## src/rtl/keystream_xor.sv

```systemverilog
// ---------------------------------------------------------------------------
// keystream_xor
//   Buffers extractor triples (ex1..ex3) in a small FIFO and serialises each
//   triple into three key bytes: ex1, ex2, then ex3, each taken mod 256.
//   Every accepted pixel byte is combined with the current key byte and a
//   chaining register:
//       r = pix_data ^ key ^ chain
//   The chain always follows the ciphertext. In encrypt mode that is the
//   result r. In decrypt mode it is the incoming byte. This lets one datapath
//   serve both directions.
//
// Ports
//   clk, rst            clock (rising edge), asynchronous active-high reset
//   start               1-cycle pulse: restart chaining and the key byte index
//   dec                 0 = encrypt, 1 = decrypt (change only while idle)
//   ex_valid/ex_ready   triple push handshake; ex1..ex3 carry the key values
//   pix_valid/pix_ready input byte handshake; pix_data is the input byte
//   out_valid/out_ready output byte handshake; out_data is the output byte
//   key_level           number of triples currently held in the FIFO
// ---------------------------------------------------------------------------
module keystream_xor #(
    parameter int         DEPTH = 4,
    parameter logic [7:0] IV    = 8'h00
) (
    input  logic                       clk,
    input  logic                       rst,
    input  logic                       start,
    input  logic                       dec,
    input  logic                       ex_valid,
    input  logic [22:0]                ex1,
    input  logic [22:0]                ex2,
    input  logic [22:0]                ex3,
    output logic                       ex_ready,
    input  logic                       pix_valid,
    input  logic [7:0]                 pix_data,
    output logic                       pix_ready,
    output logic                       out_valid,
    output logic [7:0]                 out_data,
    input  logic                       out_ready,
    output logic [$clog2(DEPTH):0]     key_level
);

    localparam int AW = $clog2(DEPTH);
    localparam int CW = AW + 1;

    // Triple storage. It has no reset: the pointers and count alone decide
    // which entries are live.
    logic [23:0]   mem_reg [DEPTH];
    logic [AW-1:0] wr_ptr_reg;
    logic [AW-1:0] rd_ptr_reg;
    logic [CW-1:0] count_reg;

    logic [7:0]    chain_reg;
    logic [1:0]    byte_idx_reg;
    logic          out_valid_reg;
    logic [7:0]    out_data_reg;

    logic [23:0]   head;
    logic [7:0]    key_byte;
    logic [7:0]    result;
    logic          push;
    logic          pop;
    logic          xfer;
    logic [CW-1:0] count_next;
    logic [1:0]    byte_idx_next;

    // Only the low byte of each extractor value is used.
    logic unused_ex_bits;
    assign unused_ex_bits = ^{ex1[22:8], ex2[22:8], ex3[22:8]};

    assign ex_ready  = (count_reg != CW'(DEPTH));
    assign pix_ready = (count_reg != '0) && (!out_valid_reg || out_ready) && !start;

    assign push = ex_valid && ex_ready;
    assign xfer = pix_valid && pix_ready;

    // The head triple is popped once its third byte is used. It is also
    // popped when a start abandons it part-way through.
    assign pop = (xfer && (byte_idx_reg == 2'd2)) || (start && (byte_idx_reg != 2'd0));

    assign count_next = count_reg + CW'(push) - CW'(pop);

    // Head is read combinationally. The FIFO is only a few entries deep, so
    // this maps to distributed storage, and the key byte is ready in the
    // same cycle as the pixel.
    assign head = mem_reg[rd_ptr_reg];

    always_comb begin
        key_byte = head[7:0];
        case (byte_idx_reg)
            2'd1:    key_byte = head[15:8];
            2'd2:    key_byte = head[23:16];
            default: key_byte = head[7:0];
        endcase
    end

    assign result = pix_data ^ key_byte ^ chain_reg;

    always_comb begin
        byte_idx_next = byte_idx_reg;
        if (start) begin
            byte_idx_next = 2'd0;
        end else if (xfer) begin
            byte_idx_next = (byte_idx_reg == 2'd2) ? 2'd0 : byte_idx_reg + 2'd1;
        end
    end

    always_ff @(posedge clk) begin
        if (push) begin
            mem_reg[wr_ptr_reg] <= {ex3[7:0], ex2[7:0], ex1[7:0]};
        end
    end

    always_ff @(posedge clk or posedge rst) begin
        if (rst) begin
            wr_ptr_reg    <= '0;
            rd_ptr_reg    <= '0;
            count_reg     <= '0;
            chain_reg     <= IV;
            byte_idx_reg  <= 2'd0;
            out_valid_reg <= 1'b0;
            out_data_reg  <= 8'h00;
        end else begin
            // DEPTH is a power of two, so the pointers wrap naturally.
            if (push) begin
                wr_ptr_reg <= wr_ptr_reg + AW'(1);
            end
            if (pop) begin
                rd_ptr_reg <= rd_ptr_reg + AW'(1);
            end
            count_reg    <= count_next;
            byte_idx_reg <= byte_idx_next;

            if (start) begin
                chain_reg <= IV;
            end else if (xfer) begin
                chain_reg <= dec ? pix_data : result;
            end

            // A pending output byte is held until it is taken. A start pulse
            // does not affect it.
            if (xfer) begin
                out_valid_reg <= 1'b1;
                out_data_reg  <= result;
            end else if (out_ready) begin
                out_valid_reg <= 1'b0;
            end
        end
    end

    assign out_valid = out_valid_reg;
    assign out_data  = out_data_reg;
    assign key_level = count_reg;

endmodule

```

## config.mk

```make
export PLATFORM = sky130hd
export DESIGN_NAME = keystream_xor
export DESIGN_NICKNAME = d
export VERILOG_FILES = /design/src/rtl/keystream_xor.sv
export SDC_FILE = /design/constraint.sdc
export NUM_CORES = 1
export LEC_CHECK = 0
export ABC_AREA = 1
export BUFFER_PORTS_ARGS = -buffer_cell sky130_fd_sc_hd__buf_2
export CORE_AREA = 2 2 121 123
export CTS_CLUSTER_DIAMETER = 200
export DETAILED_ROUTE_END_ITERATION = 7
export DIE_AREA = 0 0 123 125
export MAX_ROUTING_LAYER = met4
export PLACE_DENSITY = 0.67
export SYNTH_ARGS = -nofsm -noshare
export SYNTH_HDL_FRONTEND = slang
export SYNTH_SLANG_ARGS = --single-unit
```

## constraint.sdc

```tcl
create_clock -name clk -period 5.1 [get_ports clk]
set_input_delay 0.255 -clock clk [delete_from_list [all_inputs] [get_ports clk]]
set_output_delay 0.255 -clock clk [all_outputs]
set_load 0.05 [all_outputs]
```

== Word-level counts from Yosys, hierarchy flattened ==
Memory sizes are Yosys's and may differ from the RTL's.
Index checks and enable logic that the tools add are counted.

* Multiply operators: 0
* Add/subtract/negate cells: 5
* Eq/ne operators: 3
* Div/mod/pow operators: 0
* Reductions and logical operators: 14
* Muxes and demuxes: 11
* Shifts and indexed selects: 0
* Bitwise operators: 2
* $lt $le $gt $ge: 0

{| class="wikitable"
|+ Operator list
! cell !! number
|-
| $mux W8 || 3
|-
| $pmux W8 S2 || 1
|-
| $xor A8 B8 Y8 || 2
|-
| $add A2 B1 Y2 const B || 3
|-
| $logic_and A1 B1 Y1 || 6
|-
| $mux W2 || 3
|-
| $reduce_bool A2 Y1 || 3
|-
| $mux W1 || 4
|-
| $add A3 B1 Y3 || 1
|-
| $ne A3 B3 Y1 const B || 1
|-
| $reduce_bool A3 Y1 || 1
|-
| $sub A3 B1 Y3 || 1
|-
| $eq A2 B1 Y1 const B || 1
|-
| $eq A2 B2 Y1 const B || 1
|-
| $logic_not A1 Y1 || 2
|-
| $logic_or A1 B1 Y1 || 2
|}

* Input bits: 84
* ROM bits: 0
* Register bits: 26
* RAM bits: 96
* Latch bits: 0
* Output and inout bits: 14
* Memories: 1
* Word-level logic and storage cells: 43

{| class="wikitable"
|+ Memories
! memory !! depth !! bits a word !! read ports !! clocked after memory_dff !! wr ports !! RTL line !! text
|-
| mem_reg || 4 || 24 || 1 || 0 || 1 || 48 || <nowiki>logic [23:0] mem_reg [DEPTH];</nowiki>
|}

== Depth between registers and ports, before layout ==
* Depth in word-level cells: 8
* Mapped depth: 14
* Depth with buffers taken out: 14

== Worst setup path after synthesis ==
Ideal clock, no wire load.

* Path kind: reg-to-reg
* Start: register count_reg[1], in the netlist key_level[1]
* End: memory mem_reg[0][0] (enable)
* Setup slack: 2.076 ns
* Cell stages (with the launch flop): 5
* Arrival time: 2.619 ns
* Data required time: 4.695 ns
* Cell sequence: dfrtp_1 -> inv_1 -> nand3_1 -> nand2_1 -> nor2_1

* Longest elaborated chain between the ends: 4

{| class="wikitable"
|+ Ends and longest elaborated chain
! item !! RTL line !! text
|-
| start, declared || 51 || <nowiki>logic [CW-1:0] count_reg;</nowiki>
|-
| start signal, assigned || 131 || <nowiki>count_reg <= count_next;</nowiki>
|-
| $ne A3 B3 Y1 || 71 || <nowiki>assign ex_ready = (count_reg != CW'(DEPTH));</nowiki>
|-
| via ex_ready || 33 || <nowiki>output logic ex_ready,</nowiki>
|-
| $logic_and A1 B1 Y1 || 74 || <nowiki>assign push = ex_valid && ex_ready;</nowiki>
|-
| $mux W1 || 109 || <nowiki>if (push) begin</nowiki>
|-
| $mux W1 (not written as such) || 110 || <nowiki>mem_reg[wr_ptr_reg] <= {ex3[7:0], ex2[7:0], ex1[7:0]};</nowiki>
|-
| end, declared || 48 ||
|}

The timed path passes the listed nets, and every way through them passes these cells.

== Final worst setup path ==
* Start: register count_reg[1], in the netlist key_level[1]
* End: register count_reg[2], in the netlist key_level[2]

* Longest elaborated chain between the ends: 7
* Elaborated cells on any way between the ends: 10

{| class="wikitable"
|+ Ends and longest elaborated chain
! item !! RTL line !! text
|-
| $reduce_bool A3 Y1 || 72 || <nowiki>assign pix_ready = (count_reg != '0) && (!out_valid_reg || out_ready) && !start;</nowiki>
|-
| $logic_and A1 B1 Y1 (2 in series) || 72 ||
|-
| $logic_and A1 B1 Y1 || 75 || <nowiki>assign xfer = pix_valid && pix_ready;</nowiki>
|-
| $logic_and A1 B1 Y1 || 79 || <nowiki>assign pop = (xfer && (byte_idx_reg == 2'd2)) || (start && (byte_idx_reg != 2'd0));</nowiki>
|-
| $logic_or A1 B1 Y1 || 79 ||
|-
| via pop || 62 || <nowiki>logic pop;</nowiki>
|-
| $sub A3 B1 Y3 || 81 || <nowiki>assign count_next = count_reg + CW'(push) - CW'(pop);</nowiki>
|-
| via count_next[2] || 64 || <nowiki>logic [CW-1:0] count_next;</nowiki>
|}

The timed path passes the listed nets, and every way through them passes these cells.
A chain may end at the register's enable or synchronous reset.

==> impl_metrics.env <==
export IMPL_status="finished, final reports clean"
export IMPL_syn_cell_area_um2=5550
export IMPL_synth_top_area_share=0.5194
export IMPL_critPathRequiredTime_ns=5.44
export IMPL_hold_class="input port to flop"
export IMPL_power_total_w=0.003829
export IMPL_pin_count=98
export IMPL_drc=0
export IMPL_via_count=3882
export IMPL_cts_hold_buf=0
export IMPL_ys_warn_count=0
export IMPL_routed_wl_um=11890
export IMPL_rr_worst_depth=13
export IMPL_die_height_um=125
export IMPL_antennaDiodeCount=0
export IMPL_drt_iter0_drc=360
export IMPL_finalHoldViolCount=0
export IMPL_drive_above_1_share=0.1783
export IMPL_synth_nets=645
export IMPL_core_area_um2=14200
export IMPL_met2_usage=0.2545
export IMPL_cts_tree="done"
export IMPL_grt_usage=0.1695
export IMPL_fin_worst_skew_ns=0.009150
export IMPL_initial_core_util=0.3908
export IMPL_rsz0062_at_grt="no"
export IMPL_ys_types=24
export IMPL_slew_headroom=0.2591
export IMPL_fp_dieW_um=123
export IMPL_largest_register_ffs=96
export IMPL_first_pass_iters=5
export IMPL_use_met1=0.2112
export IMPL_cts_max_level=4
export IMPL_numCtsBuffers=17
export IMPL_cts_root_buf="clkbuf_16"
export IMPL_routed_via_density=4.846
export IMPL_crit_path_max_fanout=18
export IMPL_grt_pass1_vias=3825
export IMPL_fmax_mhz=336.1
export IMPL_period_share=0.5834
export IMPL_p_leak_nw=2.924
export IMPL_detail_route_antenna_nets=0
export IMPL_syn_to_final_growth_pct=16.59
export IMPL_irDropWorstVdd_v=0.0002582
export IMPL_ys_seq_area_frac=0.6366
export IMPL_grt_pass1_wl_um=18980
export IMPL_cp_end_kind="flop"
export IMPL_grt_overflow_total=0
export IMPL_cts_num_sinks=122
export IMPL_top_usage_layer="met2"
export IMPL_place_gp_congestion=0.7898
export IMPL_report_final_slew_viol_count=0
export IMPL_clk_pin_slew_worst_paths_ns=0.06
export IMPL_cts_setup_buffers=0
export IMPL_tightest_slew_ns=1.111
export IMPL_arrival_ns=3.31
export IMPL_dpl_hpwl_um=7314
export IMPL_rows=44
export IMPL_die_area_um2=15380
export IMPL_yosysTopAreaCell="edfxtp_1"
export IMPL_setup_violations=0
export IMPL_use_met3=0.04927
export IMPL_p_per_area_nw_per_um2=591.7
export IMPL_avgSynthCellArea_um2=10.09
export IMPL_layout_nets=699
export IMPL_startpoint_type="flop"
export IMPL_clockBufferDepth=2
export IMPL_synth_seq_cells=122
export IMPL_drv_cap=0
export IMPL_antenna_found_initial=0
export IMPL_insertion_delay_ns=0.42
export IMPL_synth_area_leaders="edfxtp_1 (52%), nand2_1 (14%), dfrtp_1 (12%), nand3_1 (6.3%), inv_1 (4.1%)"
export IMPL_ctsResizeCount=0
export IMPL_fin_tns_setup_ns=0
export IMPL_drt_wirelength_per_cell_um=14.85
export IMPL_io_buffers=52
export IMPL_synth_cells=550
export IMPL_grt_max_degree=49
export IMPL_worstSetupPathType="flop to flop"
export IMPL_finalCriticalPeriod_ns=2.975
export IMPL_hold_depth=1
==> where the power goes <==
| group | internal [W] | total [W] | switching, W | leakage, nW |
|---|---|---|---|---|
| Clock | 0.000612 | 0.00104 | 0.000425 | 0.242 |
| Sequential | 0.00132 | 0.00147 | 0.000151 | 1.21 |
| Combinational | 0.000376 | 0.00132 | 0.000942 | 1.48 |
==> layer usage <==
| metal | wire [µm] | up-vias | part of all wire |
|---|---|---|---|
| met1 | 5221 | 1826 | 0.44 |
| li1 | - | 1887 | - |
| met4 | 261 | 0 | 0.022 |
| met2 | 5631 | 145 | 0.47 |
| met5 | 0 | - | 0 |
| met3 | 780 | 24 | 0.066 |
==> cell type report <==
class / instances / area [µm²]
Sequential cell: 122 / 3533
Tap cell: 184 / 230.2
Clock buffer: 19 / 432.9
Multi-Input combinational cell: 342 / 1655
Clock inverter: 13 / 78.83
Timing Repair Buffer: 57 / 297.8
Fill cell: 1325 / 7732
Inverter: 64 / 242.7
==> cell usage after synthesis <==
cell type,count
ha_1,10
xnor2_1,1
buf_6,3
xor2_1,12
inv_1,61
nor2_1,23
inv_2,2
nand2_1,203
buf_2,13
nand2_2,4
clkbuf_1,2
o21ai_2,1
nand3_2,12
fa_1,1
buf_4,2
a21oi_1,1
nor2_2,1
edfxtp_1,96
nand4_2,1
inv_4,1
o21ai_0,2
dfrtp_1,26
buf_1,2
nand3_1,70
==> final timing paths <==
kind                                         start  slack [ns]                       end
setup / recovery            key_level[1]$_DFF_PP0_        2.12    key_level[2]$_DFF_PP0_
hold / removal                              ex1[2]        0.05   mem_reg[0][2]$_DFFE_PP_
setup reg to reg            key_level[1]$_DFF_PP0_        2.12    key_level[2]$_DFF_PP0_
hold reg to reg            out_data[2]$_DFFE_PP0P_        0.48   out_data[2]$_DFFE_PP0P_
max in group asynchronous                      rst        4.40  chain_reg[1]$_DFFE_PP0P_
min in group asynchronous                      rst        0.08   out_data[0]$_DFFE_PP0P_
==> cells by family (layout without fill, tap and decap cells) <==
family                     count (synthesis)  count (layout)  synth area share
AOI/OAI and AO/OA                          4               4          0.004283
adders and majority gates                 11              11           0.02615
and+or+nand+nor                          314             314            0.2455
buffers and inverters                     86             153           0.06695
xor gates and xnor gates                  13              13           0.02051
DFF                                      122             122            0.6366
==> layout by cell type (no fill, tap or decap) <==
cell,synthesis,layout
inv_1,61,61
xnor2_1,1,1
clkinv_1,0,3
buf_4,2,5
o21ai_0,2,2
nor2_1,23,19
a21oi_1,1,1
xor2_1,12,12
clkinvlp_4,0,4
nand2_2,4,4
clkbuf_1,2,2
nor2_2,1,5
fa_1,1,1
nand3_1,70,70
clkinv_2,0,4
inv_6,0,2
nand2_1,203,203
inv_2,2,2
edfxtp_1,96,96
ha_1,10,10
dfrtp_1,26,26
o21ai_2,1,1
inv_4,1,1
nand4_2,1,1
buf_2,13,52
clkbuf_16,0,17
nand3_2,12,12
==> stage by stage <==
stage / instance area (µm²) / util / hold WS [ns] / instances / worst slack (ns)
final: 6471 / 0.4556 / 0.05142 / 801 / 2.125
after global routing: 6471 / 0.4556 / 0.04372 / 801 / 1.857
after CTS: 6471 / 0.4556 / 0.03620 / 801 / 2.111
after detailed placement: 5959 / 0.4196 / 0.4665 / 769 / 2.126
after global placement: 5959 / 0.4196 / 0.4593 / 769 / 2.199
after floorplan: 5550 / - / 0.2950 / 550 / 2.076
==> critical path: stages (launching register included) <==
cell     delay [ns]
dfrtp_1        0.43
inv_1          0.08
nand3_1        0.12
nand4_2        0.42
inv_2          0.39
nand2_1        0.10
o21ai_2        0.14
ha_1           0.28
inv_1          0.05
ha_1           0.12
inv_1          0.04
fa_1           0.37
xnor2_1        0.18
xor2_1         0.17
No activity file was read; power rests on OpenSTA's default activity.
